`src/rtl/cpu_pkg.sv`:
```
// Shared CPU definitions: hazard FSM state encoding, the drain length after HLT
// and the hard-wired zero register number.
package cpu_pkg;

    typedef enum logic [1:0] {
        RUN    = 2'b00,
        DRAIN  = 2'b01,
        HALTED = 2'b10
    } state_t;

    // Cycles the pipeline is drained after HLT before reporting halted.
    localparam logic [1:0] DRAIN_CYCLES = 2'd3;

    // Register 0 always reads as zero, so writes to it never create a hazard.
    localparam logic [3:0] REG_ZERO = 4'h0;

endpackage

```
`src/rtl/hazard_cmp.sv`:
```
// Load-use detector: flags an instruction in decode that reads the destination
// of a load currently in D/X. Purely combinational.
module hazard_cmp
    import cpu_pkg::*;
(
    input  logic       fd_valid,
    input  logic [3:0] fd_rs,
    input  logic [3:0] fd_rt,
    input  logic       fd_uses_rt,
    input  logic       dx_memread,
    input  logic [3:0] dx_rt,
    output logic       load_use
);

    logic rs_match;
    logic rt_match;

    assign rs_match = (dx_rt == fd_rs);
    assign rt_match = fd_uses_rt & (dx_rt == fd_rt);

    // A load into the zero register produces nothing worth waiting for.
    assign load_use = fd_valid & dx_memread & (dx_rt != REG_ZERO) & (rs_match | rt_match);

endmodule

```
`src/rtl/hazard_unit.sv`:
```
// Pipeline hazard controller: 1-cycle load-use stall, branch flush, and HLT
// drain/halt sequencing. All outputs are registered.
// Optional build macro HAZARD_STATS_EN adds a saturating load-use stall counter
// output stall_cnt.
module hazard_unit
    import cpu_pkg::*;
(
    input  logic        clk,
    input  logic        rst,
    input  logic        fd_valid,
    input  logic [3:0]  fd_rs,
    input  logic [3:0]  fd_rt,
    input  logic        fd_uses_rt,
    input  logic        fd_halt,
    input  logic        dx_memread,
    input  logic [3:0]  dx_rt,
    input  logic        branch_taken,
    output logic        pc_write,
    output logic        fd_write,
    output logic        fd_flush,
    output logic        dx_flush,
`ifdef HAZARD_STATS_EN
    output logic [15:0] stall_cnt,
`endif
    output logic        halted
);

    state_t     state;
    logic [1:0] drain_cnt;
    logic       load_use;

    hazard_cmp u_cmp (
        .fd_valid   (fd_valid),
        .fd_rs      (fd_rs),
        .fd_rt      (fd_rt),
        .fd_uses_rt (fd_uses_rt),
        .dx_memread (dx_memread),
        .dx_rt      (dx_rt),
        .load_use   (load_use)
    );

    // FSM: next state, drain counter and the registered control outputs.
    // Branch resolution has priority over load-use and HLT; a taken branch
    // while draining means the HLT was speculative, so the drain is dropped.
    always_ff @(posedge clk) begin
        if (rst) begin
            state     <= RUN;
            drain_cnt <= 2'd0;
            pc_write  <= 1'b1;
            fd_write  <= 1'b1;
            fd_flush  <= 1'b0;
            dx_flush  <= 1'b0;
            halted    <= 1'b0;
        end else begin
            case (state)
                RUN: begin
                    if (branch_taken) begin
                        {pc_write, fd_write, fd_flush, dx_flush, halted} <= 5'b11110;
                    end else if (load_use) begin
                        // Hold PC and F/D for one cycle, bubble into D/X.
                        {pc_write, fd_write, fd_flush, dx_flush, halted} <= 5'b00010;
                    end else if (fd_valid && fd_halt) begin
                        state     <= DRAIN;
                        drain_cnt <= DRAIN_CYCLES;
                        {pc_write, fd_write, fd_flush, dx_flush, halted} <= 5'b00010;
                    end else begin
                        {pc_write, fd_write, fd_flush, dx_flush, halted} <= 5'b11000;
                    end
                end
                DRAIN: begin
                    if (branch_taken) begin
                        state     <= RUN;
                        drain_cnt <= 2'd0;
                        {pc_write, fd_write, fd_flush, dx_flush, halted} <= 5'b11110;
                    end else if (drain_cnt == 2'd1) begin
                        state     <= HALTED;
                        drain_cnt <= 2'd0;
                        {pc_write, fd_write, fd_flush, dx_flush, halted} <= 5'b00011;
                    end else begin
                        drain_cnt <= drain_cnt - 2'd1;
                        {pc_write, fd_write, fd_flush, dx_flush, halted} <= 5'b00010;
                    end
                end
                HALTED: begin
                    // Only reset leaves HALTED.
                    {pc_write, fd_write, fd_flush, dx_flush, halted} <= 5'b00011;
                end
                default: begin
                    state     <= RUN;
                    drain_cnt <= 2'd0;
                    {pc_write, fd_write, fd_flush, dx_flush, halted} <= 5'b11000;
                end
            endcase
        end
    end

`ifdef HAZARD_STATS_EN
    // Count load-use stall cycles taken in RUN, saturating at all-ones.
    always_ff @(posedge clk) begin
        if (rst) begin
            stall_cnt <= 16'd0;
        end else if (state == RUN && load_use && !branch_taken && stall_cnt != 16'hFFFF) begin
            stall_cnt <= stall_cnt + 16'd1;
        end
    end
`endif

endmodule

```
`config.mk`:
```
export PLATFORM = sky130hd
export DESIGN_NAME = hazard_unit
export DESIGN_NICKNAME = d
export VERILOG_FILES = /design/src/rtl/cpu_pkg.sv /design/src/rtl/hazard_cmp.sv /design/src/rtl/hazard_unit.sv
export SDC_FILE = /design/constraint.sdc
export NUM_CORES = 1
export LEC_CHECK = 0
export CORE_MARGIN = 4
export CORE_UTILIZATION = 36
export DETAILED_ROUTE_END_ITERATION = 7
export GPL_TIMING_DRIVEN = 0
export PLACE_DENSITY = 0.68
export SYNTH_ARGS = -nofsm -noshare
export SYNTH_HDL_FRONTEND = slang
export SYNTH_SLANG_ARGS = --single-unit
```
`constraint.sdc`:
```
create_clock -name clk -period 1.6 [get_ports clk]
set_clock_uncertainty 0.1 [all_clocks]
set_input_delay 0.4 -clock clk [delete_from_list [all_inputs] [get_ports clk]]
set_output_delay 0.4 -clock clk [all_outputs]
set_load 0.05 [all_outputs]
```
; ---- Yosys cells after proc, flatten, opt, wreduce, memory -nomap -nowiden
; Index checks and enable logic that the tools add are counted.
[totals]
register_bits = 8
out_inout_bits = 5
wordCells = 55
input_bits = 19
[op_classes]
eq_ne = 9
n_reduce_logical = 8
add_sub_neg = 1
mux = 24
bitwise_logic = 7
[ops]
columns = operator, n
row1 = 2-bit 2-to-1 mux, 10
row2 = 2-bit case mux with 3 select lines, 2
row3 = 1-bit 2-to-1 mux, 9
row4 = 4-bit equality test, 2
row5 = 2-bit inequality test (second input constant), 3
row6 = 2-bit OR reduction, 3
row7 = 5-bit AND reduction, 1
row8 = 1-bit AND, 4
row9 = 2-bit by 1-bit equality test with 1-bit output (second input constant), 2
row10 = 1-bit case mux with 2 select lines, 2
row11 = 4-bit AND reduction, 1
row12 = 4-bit nonzero test, 1
row13 = 3-bit inequality test (second input constant), 1
row14 = 1-bit case mux with 3 select lines, 1
row15 = 2-bit equality test (second input constant), 1
row16 = 2-bit logical NOT, 1
row17 = 1-bit NOT, 2
row18 = 2-bit by 1-bit subtractor with 2-bit output (second input constant), 1
row19 = 1-bit logical AND, 1
row20 = 1-bit bitwise OR, 1

; ---- Depth between registers and ports, before layout
; Gate-level depths: netlist of run 1.
[logic_depth]
depth_word = 7
depth_mapped = 6
depth_no_buf = 6

; ---- Modules after synthesis
; A second synthesis of run 1 with hierarchy kept.
[unflattened]
cells_unflattened = 68
hier_area_um2 = 591.8
[modules_own_cells]
columns = module, seq_area_each_um2, instances, cells_per_inst, area_each_um2
row1 = hazard_unit, 160.2, 1, 53, 480.5
row2 = hazard_cmp, 0.0, 1, 15, 111.4

; ---- Worst setup path after synthesis of run 1
; No wires, ideal clock.
[synth_timing]
kind = in2reg
start = input dx_rt[3]
end = register state[1]
setup_time_ns = 0.116
path_slack_ns = -0.006
path_buffers = 0
arrival_ns = 1.389
path_stages = 5
t_required_ns = 1.384
cell_sequence = xor2_1 nor4_2 a22oi_2 a221o_1 o211a_1
[synth_via]
elab_chain_cells = 6
word_cells_on_any_way = 9
cone_classes = eq/ne (3) / bitwise (4) / reduce/logical (2)
[synth_lines]
columns = item, line
row1 = from (decl), hazard_unit.sv:16  ; input logic [3:0] dx_rt,
row2 = 4-bit equality test, hazard_cmp.sv:19  ; assign rt_match = fd_uses_rt & (dx_rt == fd_rt);
row3 = 1-bit AND, hazard_cmp.sv:19
row4 = 1-bit bitwise OR, hazard_cmp.sv:22  ; assign load_use = fd_valid & dx_memread & (dx_rt != REG_ZERO) & (rs_match | rt_match);
row5 = 1-bit AND *, hazard_cmp.sv:22
row6 = 2-bit inequality test (no line) *, -
row7 = 5-bit AND reduction (no line) *, -
row8 = to (signal assigned), hazard_unit.sv:47  ; state <= RUN;
row9 = to (signal assigned), hazard_unit.sv:63  ; state <= DRAIN;
row10 = to (signal assigned), hazard_unit.sv:72  ; state <= RUN;
row11 = to (decl), hazard_unit.sv:28  ; state_t state;
; Every way passes the cells marked *; elsewhere a longest branch is shown, timed or not.
; A chain may end at the register's enable or synchronous reset.

; ---- Worst setup path after layout of run 1
[layout_timing]
start = register dx_flush
end = output dx_flush
[layout_lines]
columns = item, line
row1 = from (decl), hazard_unit.sv:21  ; output logic dx_flush,
row2 = from (signal assigned), hazard_unit.sv:52  ; dx_flush <= 1'b0;
row3 = from (signal assigned), hazard_unit.sv:58  ; {pc_write, fd_write, fd_flush, dx_flush, halted} <= 5'b11110;
row4 = from (signal assigned), hazard_unit.sv:61  ; {pc_write, fd_write, fd_flush, dx_flush, halted} <= 5'b00010;
; No word-level cell between the ends.

==> impl_summary.md, run 1 <==
Layout
The layout net count is 117. Counting the fill cells in the layout gives 136. The area added between synthesis and finish is 52.7%. The fraction of final layout cells with drive strength greater than 1 is a little over a quarter. The count of inserted antenna diode cells is 0.

Placement
The worst slack at placement is -674 ps. The count of input and output buffers is 22. The final estimated routing congestion in global placement is between 0.7 and 0.8. The half-perimeter wire length of the detailed placement result is slightly above 1000 um.

GRT
The initial antenna violation count was 0. The overall global routing resource usage is around an eighth. The first global-routing pass estimated between 1500 and 2000 um of wire.

The via count of the first global-routing pass is 490. Entering global routing, the biggest net connects 9 pins. For this run the aggregate overflow at the end of global routing stands at 0.

Timing
The maximum frequency from static timing analysis is ~0.64 GHz. The final count of negative-setup-slack endpoints is 0. The total count of hold-check failures in the final report is 0. Across all setup checks in the final design, the least slack found is 37.4 ps.

The count of pins over their slew limit is 0. The clock period minus final worst setup slack is between 1500 and 2000 ps. The headroom to the max-slew limit is between 60% and 70%.

The worst hold slack is 446 ps. The final critical-path share of the clock period is just under 100%. For the pin with the worst max-slew slack, the measured transition is 486 ps.

Logic synthesis
In this run, synthesis produced a sequential element count of 8. The commonest cells after synthesis are sky130_fd_sc_hd__dfxtp_1 (8), sky130_fd_sc_hd__nor2_1 (8), sky130_fd_sc_hd__xor2_1 (8). Summed over its instances, the top area cell type makes up between 20 and 30% of the synthesized netlist area. The prevailing post-synth register cell is sky130_fd_sc_hd__dfxtp_1. Counting flops with a built-in enable in the synthesized netlist gives 0.

The warning count from the yosys run is 0. The cell count after synthesis came out at between 60 and 70. The fraction of the yosys area taken by sequential cells is between 20% and 30%. The share of flip-flops with an asynchronous set or reset is 0%. The mapped netlist covers about 570 sq um.

The post-synthesis area per instance is between 8 and 9 sq um. Ranked by total cell area, the synthesized netlist is headed by sky130_fd_sc_hd__dfxtp_1 (28%), sky130_fd_sc_hd__xor2_1 (12%), sky130_fd_sc_hd__ha_1 (11%). When the netlist entered floorplanning its net count stood at 89. The cell taking the most area after synthesis is sky130_fd_sc_hd__dfxtp_1. The count of distinct cell types in the synthesized netlist is 27.

Setup path
The worst setup path category is reg -> out. The critical path goes through dlygate4sd2_1. At the worst endpoint, the required time is 1100 ps. The slowest stage of the critical path belongs to the cell sky130_fd_sc_hd__dlygate4sd2_1. The number of buffer and inverter instances along the worst setup path is 1. The stage delay of the slowest cell on the critical path is between 500 and 600 ps.

The capturing element type of the critical path is a primary output. At the worst endpoint, the arrival time is ~1100 ps. The largest fanout on the critical path is 1.

The cell type group with the largest total delay on the critical path is buffers and inverters. The category of the worst setup path launch point is a register.

Routing
The initial detailed-routing violation count is 8. The total via count in the routed design is between 500 and 600. The DRC violation count after routing is 0. The mean routed wirelength per cell is 11.8 um. The final wirelength is about 1300 um. The count of nets left with antenna violations once routing finished came out at 0. The first TritonRoute pass finished after 4 iterations. Using the TritonRoute via totals, the vias-per-cell ratio works out to about 5.1.

Outcome
The run finished with clean final reports.

Pwr
VDD sags by at most between 300 and 400 uV. In this run the static leakage power is about 0.38 nW. The power density over the cells is about 660 nW/um^2.

Die
The floorplan step defined a core boundary enclosing roughly 1500 sq um. The number of rows created at floorplan is 14. The floorplan step defined a die boundary enclosing ~2300 sq um. Once the floorplan was initialized, standard cells occupied a little under two fifths of the core.

The die is approximately 48 um wide. In this run the vertical extent of the chip is about 48 um. The boundary pin count is 24.

Job
The max-cap violation count is 0.

Clock tree
The insertion delay to the later sink of the worst-skew pair is approximately 250 ps. After clock tree synthesis, the flow added hold-fix buffers numbering 0. The number of clock sinks seen by CTS is 8. The number of buffers created by CTS is 3.

The H-tree depth is 1. The root buffer cell chosen for the clock tree is sky130_fd_sc_hd__clkbuf_4. The clock tree from TritonCTS is built. After clock tree synthesis, the clock-pin slew on the worst setup and hold paths is around 50 ps. Counting along the longest clock path gives a buffer depth of 2.

Hold path
The type of the tightest min-delay check is in -> reg.
==> state kept, by name, indices dropped and copies added (netlist names) <==
signal,flops
drain_cnt,2
state,2
dx_flush,1
fd_flush,1
fd_write,1
halted,1
==> layout by cell type, fill, tap and decap left out, types with 2 or more instances in the layout <==
cell	instances
sky130_fd_sc_hd__dfxtp_1	8
sky130_fd_sc_hd__a21oi_1	4
sky130_fd_sc_hd__clkbuf_2	2
sky130_fd_sc_hd__buf_2	2
sky130_fd_sc_hd__nor2_1	7
sky130_fd_sc_hd__clkbuf_4	3
sky130_fd_sc_hd__o21ai_0	3
sky130_fd_sc_hd__dlygate4sd2_1	11
sky130_fd_sc_hd__nor3b_1	2
sky130_fd_sc_hd__buf_6	2
sky130_fd_sc_hd__buf_4	2
sky130_fd_sc_hd__nor4_2	2
sky130_fd_sc_hd__xor2_1	7
sky130_fd_sc_hd__nor3_2	2
sky130_fd_sc_hd__inv_1	4
sky130_fd_sc_hd__clkdlybuf4s15_1	2
sky130_fd_sc_hd__ha_1	4
sky130_fd_sc_hd__nand2_1	3
==> stage by stage <==
step | instances | total power, mW | cell area (sq um) | utilization [%] | TNS, ps
2_1_floorplan | 65 | 0.343 | 566 | - | 0
3_3_place_gp | 103 | 0.423 | 806 | 54.1 | -3380
3_5_place_dp | 103 | 0.428 | 806 | 54.1 | -3480
4_1_cts | 107 | 0.568 | 841 | 56.5 | 0
5_1_grt | 107 | 0.604 | 863 | 58.0 | -1.00
6_report | 107 | 0.570 | 863 | 58.0 | 0
==> metal layers <==
| metal | up-vias | part of all wire [%] | global-route usage [%] |
|---|---|---|---|
| met5 | - | 0 | 0 |
| met4 | 0 | 1.1 | 3.23 |
| met3 | 2 | 5.1 | 2.63 |
| met2 | 13 | 48 | 19.3 |
| met1 | 246 | 45 | 15.9 |
| li1 | 286 | - | - |
==> final cells by class <==
cell class | instances | area, sq um | share of cell area, %
multi-input cells | 51 | 434 | 50.3
repair buffers | 23 | 200 | 23.2
flip-flops and latches | 8 | 160 | 18.6
clock buffers | 3 | 22.5 | 2.61
well taps | 16 | 20.0 | 2.32
inverters | 4 | 15.0 | 1.74
plain buffers | 2 | 11.3 | 1.30
==> power breakdown <==
group / internal (mW) / switching [mW]
combinational: 0.0868 / 0.112
sequential: 0.216 / 0.00913
clock: 0.0853 / 0.0610
==> repair_timing <==
item,CTS,global route
endpoints found under the setup margin,11,6
endpoints found under the hold margin,0,0
pin swaps,9,9
resized for setup,41,15
buffers inserted,1,0
==> final timing paths <==
kind | from | slack, ps | to | cells past startpoint
max reg2reg | state[0]$_SDFFE_PP0P_ | 120 | state[0]$_SDFFE_PP0P_ | 6
min reg2reg | drain_cnt[0]$_SDFFE_PP0P_ | 450 | drain_cnt[0]$_SDFFE_PP0P_ | 2
min | rst | 450 | drain_cnt[1]$_SDFFE_PP0P_ | 2
max | dx_flush$_SDFF_PP0_ | 40 | dx_flush | 1
==> kinds of logic after synthesis <==
kind of cell	Yosys count	share of synthesized area, %
and+or+nand+nor	23	23.5
adders and majority gates	5	11.1
xor gates and xnor gates	8	12.4
buffers and inverters	6	4.65
DFF	8	28.3
AOI/OAI and AO/OA	15	20.1
Note: power is estimated with default switching activity, not from simulation.
==> run 2: changes to the inputs <==
--- a/config.mk
+++ b/config.mk
@@ -9,6 +9,7 @@
 export CORE_UTILIZATION = 36
 export DETAILED_ROUTE_END_ITERATION = 7
 export GPL_TIMING_DRIVEN = 0
+export HOLD_SLACK_MARGIN = 0.12
 export PLACE_DENSITY = 0.68
 export SYNTH_ARGS = -nofsm -noshare
 export SYNTH_HDL_FRONTEND = slang
==> results of run 2 <==
The final DEF is identical to that of run 1; final timing and power are the same.
==> run 3: changes to the inputs <==
--- a/config.mk
+++ b/config.mk
@@ -7,6 +7,7 @@
 export LEC_CHECK = 0
 export CORE_MARGIN = 4
 export CORE_UTILIZATION = 36
+export CTS_CLUSTER_DIAMETER = 50
 export DETAILED_ROUTE_END_ITERATION = 7
 export GPL_TIMING_DRIVEN = 0
 export HOLD_SLACK_MARGIN = 0.12
==> results of run 3 <==
The final DEF is identical to that of run 1; final timing and power are the same.
